<file path="src/rtl/spi_core_arbiter_if.sv">
// Requester and spi_core settings-bus signals of the shared SPI arbiter.
// slave: the arbiter side. master: the requesters and core that drive it.
interface spi_core_arbiter_if #(
    parameter int NUM_REQ = 4
);
    logic [NUM_REQ-1:0]         req;
    logic [NUM_REQ-1:0][31:0]   req_data;
    logic [NUM_REQ-1:0]         ack;
    logic [NUM_REQ-1:0]         done;
    logic                       done_err;
    logic [31:0]                rdata;
    logic                       busy;
    logic                       set_stb;
    logic [7:0]                 set_addr;
    logic [31:0]                set_data;
    logic                       core_ready;
    logic [31:0]                core_readback;
    logic                       core_readback_stb;

    modport slave (
        input  req, req_data, core_ready, core_readback, core_readback_stb,
        output ack, done, done_err, rdata, busy, set_stb, set_addr, set_data
    );

    modport master (
        output req, req_data, core_ready, core_readback, core_readback_stb,
        input  ack, done, done_err, rdata, busy, set_stb, set_addr, set_data
    );
endinterface

</file>
<file path="src/rtl/spi_core_arbiter.sv">
// Round-robin sharing of one spi_core between NUM_REQ requesters, with a
// watchdog that frees the bus when the core never returns its readback strobe.
module spi_core_arbiter_lane (
    input  logic clock,
    input  logic reset,
    input  logic issue_hit,
    input  logic finish_hit,
    output logic ack,
    output logic done
);
    always_ff @(posedge clock) begin
        if (reset) begin
            ack  <= 1'b0;
            done <= 1'b0;
        end else begin
            ack  <= issue_hit;
            done <= finish_hit;
        end
    end
endmodule

module spi_core_arbiter #(
    parameter int NUM_REQ = 4,
    parameter int BASE    = 0,
    parameter int TIMEOUT = 4096,
    parameter int TO_W    = 16
) (
    input  logic                  clock,
    input  logic                  reset,
    spi_core_arbiter_if.slave     bus
);
    localparam int         IDX_W = $clog2(NUM_REQ);
    localparam logic [7:0] ADDR  = 8'(BASE + 2);

    typedef enum logic {IDLE, WAIT_DONE} state_t;

    typedef struct packed {
        logic             vld;
        logic [IDX_W-1:0] idx;
    } grant_t;

    state_t            state, state_n;
    grant_t            pick;
    logic [IDX_W-1:0]  last;
    logic [TO_W-1:0]   wd;
    logic              issue, finish, expire;

    logic              set_stb_q, set_stb_n;
    logic [7:0]        set_addr_q, set_addr_n;
    logic [31:0]       set_data_q, set_data_n;
    logic              busy_q, busy_n;
    logic              done_err_q, done_err_n;
    logic [31:0]       rdata_q, rdata_n;
    logic [NUM_REQ-1:0] ack_q, done_q;

    // Scan downward so the last hit is the first requester after 'last'.
    always_comb begin
        int idx;
        idx  = 0;
        pick = '0;
        for (int k = NUM_REQ; k >= 1; k--) begin
            idx = (int'(last) + k) % NUM_REQ;
            if (bus.req[IDX_W'(idx)]) begin
                pick.vld = 1'b1;
                pick.idx = IDX_W'(idx);
            end
        end
    end

    generate
        if (TIMEOUT != 0) begin : g_wd
            assign expire = (wd == TO_W'(TIMEOUT - 1));
        end else begin : g_nowd
            assign expire = 1'b0;
        end
    endgenerate

    assign issue  = (state == IDLE) && bus.core_ready && pick.vld;
    // Strobe and expiry on the same cycle both finish; the strobe sets the data.
    assign finish = (state == WAIT_DONE) && (bus.core_readback_stb || expire);

    always_ff @(posedge clock) begin
        if (reset) state <= IDLE;
        else       state <= state_n;
    end

    always_comb begin
        state_n = state;
        case (state)
            IDLE:      if (issue)  state_n = WAIT_DONE;
            WAIT_DONE: if (finish) state_n = IDLE;
        endcase
    end

    always_comb begin
        set_stb_n  = issue;
        set_addr_n = set_addr_q;
        set_data_n = set_data_q;
        busy_n     = busy_q;
        done_err_n = done_err_q;
        rdata_n    = rdata_q;
        if (issue) begin
            set_addr_n = ADDR;
            set_data_n = bus.req_data[pick.idx];
            busy_n     = 1'b1;
        end
        if (finish) begin
            busy_n     = 1'b0;
            done_err_n = ~bus.core_readback_stb;
            rdata_n    = bus.core_readback_stb ? bus.core_readback : 32'h0;
        end
    end

    always_ff @(posedge clock) begin
        if (reset) begin
            set_stb_q  <= 1'b0;
            set_addr_q <= 8'h0;
            set_data_q <= 32'h0;
            busy_q     <= 1'b0;
            done_err_q <= 1'b0;
            rdata_q    <= 32'h0;
            last       <= IDX_W'(NUM_REQ - 1);
            wd         <= '0;
        end else begin
            set_stb_q  <= set_stb_n;
            set_addr_q <= set_addr_n;
            set_data_q <= set_data_n;
            busy_q     <= busy_n;
            done_err_q <= done_err_n;
            rdata_q    <= rdata_n;
            if (issue) begin
                last <= pick.idx;
                wd   <= '0;
            end else if (state == WAIT_DONE) begin
                wd   <= wd + 1'b1;
            end
        end
    end

    // 'last' doubles as the in-flight grant while waiting for completion.
    generate
        for (genvar i = 0; i < NUM_REQ; i++) begin : g_lane
            spi_core_arbiter_lane u_lane (
                .clock      (clock),
                .reset      (reset),
                .issue_hit  (issue  && (pick.idx == IDX_W'(i))),
                .finish_hit (finish && (last     == IDX_W'(i))),
                .ack        (ack_q[i]),
                .done       (done_q[i])
            );
        end
    endgenerate

    assign bus.ack      = ack_q;
    assign bus.done     = done_q;
    assign bus.done_err = done_err_q;
    assign bus.rdata    = rdata_q;
    assign bus.busy     = busy_q;
    assign bus.set_stb  = set_stb_q;
    assign bus.set_addr = set_addr_q;
    assign bus.set_data = set_data_q;
endmodule

</file>
<file path="src/flat_wrapper.sv">
// flat-port wrapper written by rule: the top's interface ports become plain ports
module spi_core_arbiter_flat 
#(
    parameter int NUM_REQ = 4,
    parameter int BASE    = 0,
    parameter int TIMEOUT = 4096,
    parameter int TO_W    = 16
)
  (clock, reset, bus_req, bus_req_data, bus_core_ready, bus_core_readback, bus_core_readback_stb, bus_ack, bus_done, bus_done_err, bus_rdata, bus_busy, bus_set_stb, bus_set_addr, bus_set_data);
  spi_core_arbiter_if #(.NUM_REQ(NUM_REQ)) bus_i ();
  input  logic clock;
  input  logic reset;
  input wire logic [$bits(bus_i.req)-1:0] bus_req;
  input wire logic [$bits(bus_i.req_data)-1:0] bus_req_data;
  input wire logic [$bits(bus_i.core_ready)-1:0] bus_core_ready;
  input wire logic [$bits(bus_i.core_readback)-1:0] bus_core_readback;
  input wire logic [$bits(bus_i.core_readback_stb)-1:0] bus_core_readback_stb;
  output wire logic [$bits(bus_i.ack)-1:0] bus_ack;
  output wire logic [$bits(bus_i.done)-1:0] bus_done;
  output wire logic [$bits(bus_i.done_err)-1:0] bus_done_err;
  output wire logic [$bits(bus_i.rdata)-1:0] bus_rdata;
  output wire logic [$bits(bus_i.busy)-1:0] bus_busy;
  output wire logic [$bits(bus_i.set_stb)-1:0] bus_set_stb;
  output wire logic [$bits(bus_i.set_addr)-1:0] bus_set_addr;
  output wire logic [$bits(bus_i.set_data)-1:0] bus_set_data;
  assign bus_i.req = bus_req;
  assign bus_i.req_data = bus_req_data;
  assign bus_i.core_ready = bus_core_ready;
  assign bus_i.core_readback = bus_core_readback;
  assign bus_i.core_readback_stb = bus_core_readback_stb;
  assign bus_ack = bus_i.ack;
  assign bus_done = bus_i.done;
  assign bus_done_err = bus_i.done_err;
  assign bus_rdata = bus_i.rdata;
  assign bus_busy = bus_i.busy;
  assign bus_set_stb = bus_i.set_stb;
  assign bus_set_addr = bus_i.set_addr;
  assign bus_set_data = bus_i.set_data;
  spi_core_arbiter #(.NUM_REQ(NUM_REQ), .BASE(BASE), .TIMEOUT(TIMEOUT), .TO_W(TO_W)) u_core (.clock(clock), .reset(reset), .bus(bus_i));
endmodule
</file>
<file path="config.mk">
export PLATFORM = sky130hd
export DESIGN_NAME = spi_core_arbiter_flat
export DESIGN_NICKNAME = d
export VERILOG_FILES = /design/src/rtl/spi_core_arbiter_if.sv /design/src/rtl/spi_core_arbiter.sv /design/src/flat_wrapper.sv
export SDC_FILE = /design/constraint.sdc
export NUM_CORES = 1
export LEC_CHECK = 0
export CAP_MARGIN = 10
export CORE_MARGIN = 3
export CORE_UTILIZATION = 40
export CTS_CLUSTER_DIAMETER = 80
export CTS_CLUSTER_SIZE = 25
export DETAILED_ROUTE_END_ITERATION = 10
export GPL_TIMING_DRIVEN = 0
export MAX_ROUTING_LAYER = met4
export PLACE_DENSITY = 0.78
export SLEW_MARGIN = 20
export SYNTH_ARGS = -nofsm -noshare
export SYNTH_HDL_FRONTEND = slang
export SYNTH_HIERARCHICAL = 1
export SYNTH_SLANG_ARGS = --single-unit
export TNS_END_PERCENT = 5
</file>
<file path="constraint.sdc">
create_clock -name clock -period 6.4 [get_ports clock]
set_input_delay 1.28 -clock clock [delete_from_list [all_inputs] [get_ports clock]]
set_output_delay 1.28 -clock clock [all_outputs]
set_load 0.005 [all_outputs]
</file>
==> load_flow_metrics.sql, run 1 <==
INSERT INTO impl_metrics (metric_group, metric, value, unit) VALUES
('synthesis', 'number_of_synthesized_register_bits', '95', ''),
('floorplanning', 'std_cell_rows', '42', ''),
('timing', 'final_hold_viol_count', '0', ''),
('critical_path', 'start_to_end_type_of_the_worst_setup_path', 'primary input to flip-flop', ''),
('synthesis', 'synth_async_reset_ratio', '0', ''),
('synthesis', 'seq_area_frac_synth', '0.349', ''),
('critical_path', 'reg2reg_slack', '3.42', 'ns'),
('clock_tree', 'cts_tree', 'yes', ''),
('critical_path', 'rr_worst_depth', '10', ''),
('critical_path', 'setup.worst_path.end_class', 'flip-flop', ''),
('route', 'wl', '18.1', 'mm'),
('grt', 'grt_antenna_before_repair', '0', ''),
('clock_tree', 'ctsHtreeMaxLevel', '3', ''),
('final_layout', 'antenna-diode-count', '0', ''),
('floorplanning', 'io-pin-count', '251', ''),
('clock_tree', 'clock_sinks', '95', ''),
('route', 'via_count', '5811', ''),
('route', 'detail_route.first_pass.iterations', '5', ''),
('placed_design', 'globalplace.congestion', '0.922', ''),
('floorplanning', 'floorplan.initialDensity', '0.410', ''),
('floorplanning', 'dieWidth', '123', 'um'),
('synthesis', 'synth-main-ff-cell', 'dfxtp_1', ''),
('timing', 'report.final.setup_viol', '0', ''),
('worst_hold_path', 'hold_critical_path_depth', '2', ''),
('pwr', 'cell_area_power_density', '210', 'mW/mm^2'),
('critical_path', 'worst_path_most_repeated_cell', 'nand3_1', ''),
('final_layout', 'design.final.nets', '1061', ''),
('pwr', 'cellLeakagePower', '3.28', 'nW'),
('critical_path', 'worstReg2RegEnd', 'u_core/bus.set_data[9]', ''),
('grt', 'maximum_number_of_pins_on_one_net_before_global_route_repair', '17', ''),
('floorplanning', 'core_area', '0.0133', 'mm^2'),
('final_layout', 'most_common_cell_after_layout_fill_and_taps_aside', 'clkdlybuf4s50_1', ''),
('timing', 'worst_slew_pin_slew', '0.717', 'ns'),
('synthesis', 'synth_cells', '629', ''),
('route', 'drt_first_iter_violations', '280', ''),
('run', 'max_cap_viol', '0', ''),
('route', 'wl_per_cell', '16.9', 'um'),
('synthesis', 'yosys.cell_types.count', '51', ''),
('route', 'drc_errors', '0', ''),
('critical_path', 'crit_fanout', '10', ''),
('critical_path', 'worst_ep_arrival_time', '3.87', 'ns'),
('clock_tree', 'worst_skew_pair.late_latency', '0.35', 'ns'),
('status', 'run_status', 'finished clean', ''),
('critical_path', 'worstPathCellList', 'clkdlybuf4s50_1 > clkbuf_1 > mux4_2 > nand3_1 > nand3_1 > buf_2 > buf_4 > mux2i_1 > o221ai_1', ''),
('clock_tree', 'post_cts_hold_buffer_count', '0', ''),
('timing', 'finalMaxSlewViolations', '0', ''),
('synthesis', 'postSynthAreaPerCell', '8.67', 'um^2'),
('timing', 'tns', '0', 'ns'),
('grt', 'grt.total_usage', '0.239', ''),
('timing', 'fin_crit', '3.65', 'ns'),
('final_layout', 'synthToLayoutAreaGrowth', '54.3', '%'),
('timing', 'final_min_period_over_clock_period', '0.571', ''),
('synthesis', 'synth_enable_flop_cells', '0', ''),
('timing', 'max_clock_freq', '0.274', 'GHz'),
('synthesis', 'total_number_of_yosys_warnings', '6', ''),
('critical_path', 'timing.critical_path.from_type', 'primary input', ''),
('grt', 'via_count_of_the_first_global_routing_pass', '5412', ''),
('worst_hold_path', 'hold_start', 'u_core/bus.set_data[29]', ''),
('critical_path', 'data_required_time_of_the_worst_path', '6.62', 'ns'),
('synthesis', 'synth_area', '0.00546', 'mm^2'),
('final_layout', 'most_frequent_cells_in_the_layout', 'clkdlybuf4s50_1 (242), dfxtp_1 (95), clkbuf_1 (55), mux2i_1 (47), o21ai_0 (44)', ''),
('route', 'drt.antenna.violating_nets', '0', ''),
('worst_hold_path', 'worstHoldPathType', 'flip-flop to flip-flop', ''),
('critical_path', 'critPathMaxStageDelay', '0.52', 'ns'),
('clock_tree', 'ctsLongestPathBuffers', '2', ''),
('placed_design', 'port_buffers', '242', ''),
('timing', 'final.hold.worst_slack', '0.462', 'ns'),
('timing', 'fin_worst_skew', '0.00824', 'ns'),
('final_layout', 'drive_gt1_frac', '0.0437', ''),
('clock_tree', 'clk_slew_on_worst_s_h_paths', '0.07', 'ns'),
('critical_path', 'critical_path.reg2reg.startpoint', 'u_core/last[1]', '');
## cell usage after synthesis, types with 2 or more instances
master | instances | share of area
dfxtp_1 | 95 | 0.35
clkbuf_1 | 54 | 0.037
mux2i_1 | 47 | 0.086
o21ai_0 | 44 | 0.040
a22o_1 | 32 | 0.051
inv_1 | 31 | 0.021
nor3_1 | 28 | 0.026
a21oi_1 | 24 | 0.022
nor2_1 | 24 | 0.017
nand2_1 | 23 | 0.016
or3_1 | 22 | 0.025
and4_1 | 21 | 0.034
o211ai_1 | 21 | 0.029
o2111ai_1 | 20 | 0.032
o31a_1 | 20 | 0.032
o31ai_1 | 20 | 0.028
o221ai_1 | 13 | 0.021
nor2b_1 | 9 | 0.010
xnor2_1 | 9 | 0.014
buf_4 | 8 | 0.011
nand3_1 | 6 | 0.0055
xor2_1 | 6 | 0.0096
and2_1 | 5 | 0.0057
buf_6 | 5 | 0.010
ha_1 | 5 | 0.011
and3_1 | 4 | 0.0046
nand4_1 | 4 | 0.0046
nand2b_1 | 3 | 0.0034
buf_1 | 2 | 0.0014
buf_2 | 2 | 0.0018
o21a_1 | 2 | 0.0028
## logic make-up (layout without fill, tap and decap cells)
| kind of cell | after synthesis | in the layout | share of synthesized area |
|---|---|---|---|
| AOI/OAI and AO/OA | 205 | 205 | 0.273 |
| xor gates and xnor gates | 15 | 15 | 0.0241 |
| adders and majority gates | 5 | 5 | 0.0115 |
| buffers and inverters | 102 | 360 | 0.0830 |
| DFF | 95 | 95 | 0.349 |
| muxes | 50 | 50 | 0.0945 |
| other | 1 | 7 | 0.000687 |
| and+or+nand+nor | 156 | 156 | 0.165 |
## report_power, final
group / internal (mW) / total [mW] / switching [mW]
sequential: 0.630 / 0.650 / 0.0205
clock: 0.307 / 0.549 / 0.243
combinational: 0.291 / 0.566 / 0.274
total: 1.23 / 1.77 / 0.538
## how the worst max path moves through the flow
stage	cells after the start	to	start
2_1_floorplan	8	u_core/bus.set_data[10]	bus_req[0]
3_3_place_gp	9	u_core/bus.set_data[17]	bus_req[1]
3_5_place_dp	9	u_core/bus.set_data[17]	bus_req[3]
4_1_cts	9	u_core/bus.set_data[17]	bus_req[3]
5_1_grt	9	u_core/bus.set_data[2]	bus_req[3]
6_report	9	u_core/bus.set_data[9]	bus_req[3]
## worst max-delay path, delay by kind of cell
| kind | cells | cell delay (ns) |
|---|---|---|
| and+or+nand+nor | 2 | 0.33 |
| buffers and inverters | 4 | 1.49 |
| muxes | 2 | 0.63 |
| AOI/OAI and AO/OA | 1 | 0.14 |
## metal layers
| metal | global-route usage | routed length, um |
|---|---|---|
| met1 | 0.307 | 7600 |
| met2 | 0.381 | 8590 |
| met3 | 0.0493 | 1590 |
| met4 | 0.0658 | 269 |
| met5 | - | 0 |
## area by class of cell
class / instances / area, um^2
timing repair buffer: 242 / 2420
buffer: 71 / 337
multi-input combinational: 438 / 3120
clock inverter: 6 / 68.8
tap: 176 / 220
fill: 1166 / 4880
inverter: 31 / 116
sequential: 95 / 1900
clock buffer: 10 / 229
## through the flow
step                area, um^2  cells  utilization  total power, mW  setup slack [ns]
floorplan                 5480    635            -            0.960              3.44
global placement          8120   1053        0.611             1.22              2.47
detailed placement        8120   1053        0.611             1.22              2.46
CTS                       8420   1069        0.633             1.77              2.83
global route              8420   1069        0.633             1.85              2.58
finish                    8420   1069        0.633             1.77              2.75
## registers in the layout, indices dropped and copies added (netlist names)
name / count
u_core/bus.rdata: 32
u_core/bus.set_data: 32
u_core/wd: 16
u_core/g_lane.u_lane/ack: 4
u_core/g_lane.u_lane/done: 4
u_core/last: 2
u_core/bus.busy: 1
u_core/bus.done_err: 1
u_core/bus.set_addr: 1
u_core/bus.set_stb: 1
u_core/state: 1
No activity file was read; power rests on OpenSTA's default activity.
==> inputs of run 2 (changes only) <==
Settings changed: CORE_UTILIZATION 40 to 38.
Clock period 6.4 ns to 3 ns, I/O delays scaled along.
==> run 2 against run 1 <==
Compared with the run above: global-route usage fell by 1.6 points; sequential power up 110%; cell area increased by 0.34%; first-iteration DRC count shrank 2.1%; setup slack got worse by 2.6 ns; cell count increased by 0.28%; sequential cell count stayed put; core utilization fell by 2.9 points; via count decreased by 0.79%; critical path depth is 1 lower; largest power group unchanged; highest routed layer unchanged.
==> load_flow_metrics.sql, run 2 (synthesis gave the netlist of run 1 again) <==
INSERT INTO impl_metrics (metric_group, metric, value, unit) VALUES
('route', 'wl', '17.8', 'mm'),
('final_layout', 'design.final.nets', '1060', ''),
('timing', 'worst_slew_pin_slew', '0.722', 'ns'),
('run', 'max_cap_viol', '0', ''),
('final_layout', 'most_frequent_cells_in_the_layout', 'clkdlybuf4s50_1 (242), dfxtp_1 (95), clkbuf_1 (53), mux2i_1 (47), o21ai_0 (44)', ''),
('clock_tree', 'ctsLongestPathBuffers', '2', ''),
('critical_path', 'data_required_time_of_the_worst_path', '3.26', 'ns'),
('pwr', 'cell_area_power_density', '454', 'mW/mm^2'),
('floorplanning', 'floorplan.die_area', '0.0158', 'mm^2'),
('critical_path', 'reg2reg_slack', '0.29', 'ns'),
('placed_design', 'placed_cells', '1057', ''),
('route', 'detail_route.first_pass.iterations', '4', ''),
('timing', 'finalMaxSlewViolations', '0', ''),
('critical_path', 'worst_ep_arrival_time', '3.11', 'ns'),
('final_layout', 'drive_gt1_frac', '0.0460', ''),
('clock_tree', 'worst_skew_pair.late_latency', '0.35', 'ns'),
('route', 'via_count', '5765', ''),
('placed_design', 'globalplace.congestion', '0.866', ''),
('clock_tree', 'clock_sinks', '95', ''),
('timing', 'final_hold_viol_count', '0', ''),
('critical_path', 'timing.critical_path.from_type', 'primary input', ''),
('placed_design', 'port_buffers', '242', ''),
('route', 'drt.antenna.violating_nets', '0', ''),
('route', 'viasPerCell', '5.38', ''),
('clock_tree', 'clk_slew_on_worst_s_h_paths', '0.07', 'ns'),
('timing', 'final_min_period_over_clock_period', '0.948', ''),
('route', 'drt_first_iter_violations', '274', ''),
('critical_path', 'start_to_end_type_of_the_worst_setup_path', 'primary input to flip-flop', ''),
('placed_design', 'post_dp_cell_area', '0.00813', 'mm^2'),
('clock_tree', 'cts_tree', 'yes', ''),
('floorplanning', 'std_cell_rows', '43', ''),
('floorplanning', 'io-pin-count', '251', ''),
('grt', 'grt.total_usage', '0.222', ''),
('final_layout', 'antenna-diode-count', '0', ''),
('grt', 'grt_overflow', '0', ''),
('timing', 'max_clock_freq', '0.352', 'GHz'),
('timing', 'fin_crit', '2.84', 'ns'),
('timing', 'timing.slew.headroom', '0.518', ''),
('floorplanning', 'y_dimension_of_the_die', '126', 'um'),
('timing', 'report.final.setup_viol', '0', ''),
('final_layout', 'fin_cells', '1072', ''),
('worst_hold_path', 'worstHoldPathType', 'flip-flop to flip-flop', ''),
('clock_tree', 'cts_setup_buffers', '0', ''),
('critical_path', 'setup.worst_path.end_class', 'flip-flop', ''),
('placed_design', 'dpl.hpwl', '13.8', 'mm'),
('clock_tree', 'cts_inserted_buffers', '9', ''),
('route', 'wl_per_cell', '16.6', 'um'),
('final_layout', 'most_common_cell_after_layout_fill_and_taps_aside', 'clkdlybuf4s50_1', ''),
('grt', 'grt_pass1_wl', '28.2', 'mm'),
('floorplanning', 'dieWidth', '126', 'um'),
('timing', 'fin_worst_skew', '0.00650', 'ns'),
('grt', 'grt_antenna_before_repair', '0', ''),
('final_layout', 'finalInstanceArea', '0.00845', 'mm^2'),
('status', 'run_status', 'finished clean', ''),
('pwr', 'vdd_drop_max', '0.278', 'mV'),
('pwr', 'cellLeakagePower', '3.28', 'nW'),
('critical_path', 'crit_fanout', '10', ''),
('timing', 'grt_setup_unrepaired', 'false', ''),
('floorplanning', 'core_area', '0.0140', 'mm^2'),
('route', 'drc_errors', '0', ''),
('clock_tree', 'ctsHtreeMaxLevel', '3', ''),
('grt', 'via_count_of_the_first_global_routing_pass', '5383', ''),
('final_layout', 'synthToLayoutAreaGrowth', '54.8', '%'),
('floorplanning', 'floorplan.initialDensity', '0.390', ''),
('grt', 'maximum_number_of_pins_on_one_net_before_global_route_repair', '17', ''),
('clock_tree', 'cts-root-buf', 'clkbuf_16', '');
## run 2: cell types whose count changed in the layout (fill, tap and decap cells not counted), sizes merged
cell      delta
clkinvlp     +2
bufinv       +1
inv          -1
clkinv       -2
buf          -2
clkbuf       +1
## run 2: power breakdown
group	internal, mW	total [mW]	switching, mW
clock network	0.736	1.25	0.515
logic	0.620	1.20	0.579
registers	1.34	1.39	0.0467
total	2.70	3.84	1.14
## run 2: final cells by class
class	instances	area [um^2]
clock inverters	6	92.6
clock buffers	10	229
plain buffers	70	334
inverters	31	116
repair buffers	242	2420
multi-input cells	438	3130
fillers	1230	5540
well taps	180	225
flip-flops and latches	95	1900
## run 2: stage by stage
stage / utilization / total power, mW / setup WS (ns) / hold slack [ns] / setup TNS [ns]
global route: 0.604 / 4.03 / 0.0298 / 0.485 / 0
floorplan: - / 2.05 / 0.614 / 0.457 / 0
detailed placement: 0.581 / 2.61 / -0.355 / 0.449 / -4.61
finish: 0.604 / 3.84 / 0.155 / 0.464 / 0
CTS: 0.604 / 3.87 / 0.0542 / 0.467 / 0
global placement: 0.581 / 2.60 / -0.343 / 0.442 / -4.21
## run 2: worst max-delay path, cell delays in order
cell and delay [ns]:
clkdlybuf4s50_1 0.43, clkbuf_1 0.22, mux2_2 0.32, o221ai_1 0.34, nand2_2 0.19, or3_1 0.45, clkbuf_1 0.28, o221ai_1 0.27
## run 2: per-layer routing
metal	track usage	vias to the layer above	part of all wire
li1	-	2886	-
met1	0.298	2649	0.45
met2	0.359	224	0.48
met3	0.0416	6	0.070
met4	0.0360	0	0.0035
met5	-	-	0
## run 2: final timing paths
path,startpoint,to,depth (start not counted)
hold / removal,u_core/bus.set_data[29],u_core/bus.set_data[29],2
hold reg to reg,u_core/bus.set_data[29],u_core/bus.set_data[29],2
setup / recovery,bus_req[1],u_core/bus.set_data[11],8
setup reg to reg,u_core/last[0],u_core/bus.set_data[17],9
## run 2: what timing repair did
| action | CTS | global route |
|---|---|---|
| setup endpoints to repair | 1 | 10 |
| resized for setup | 1 | 4 |
| pin swaps | 0 | 0 |
| hold buffers | 0 | 0 |
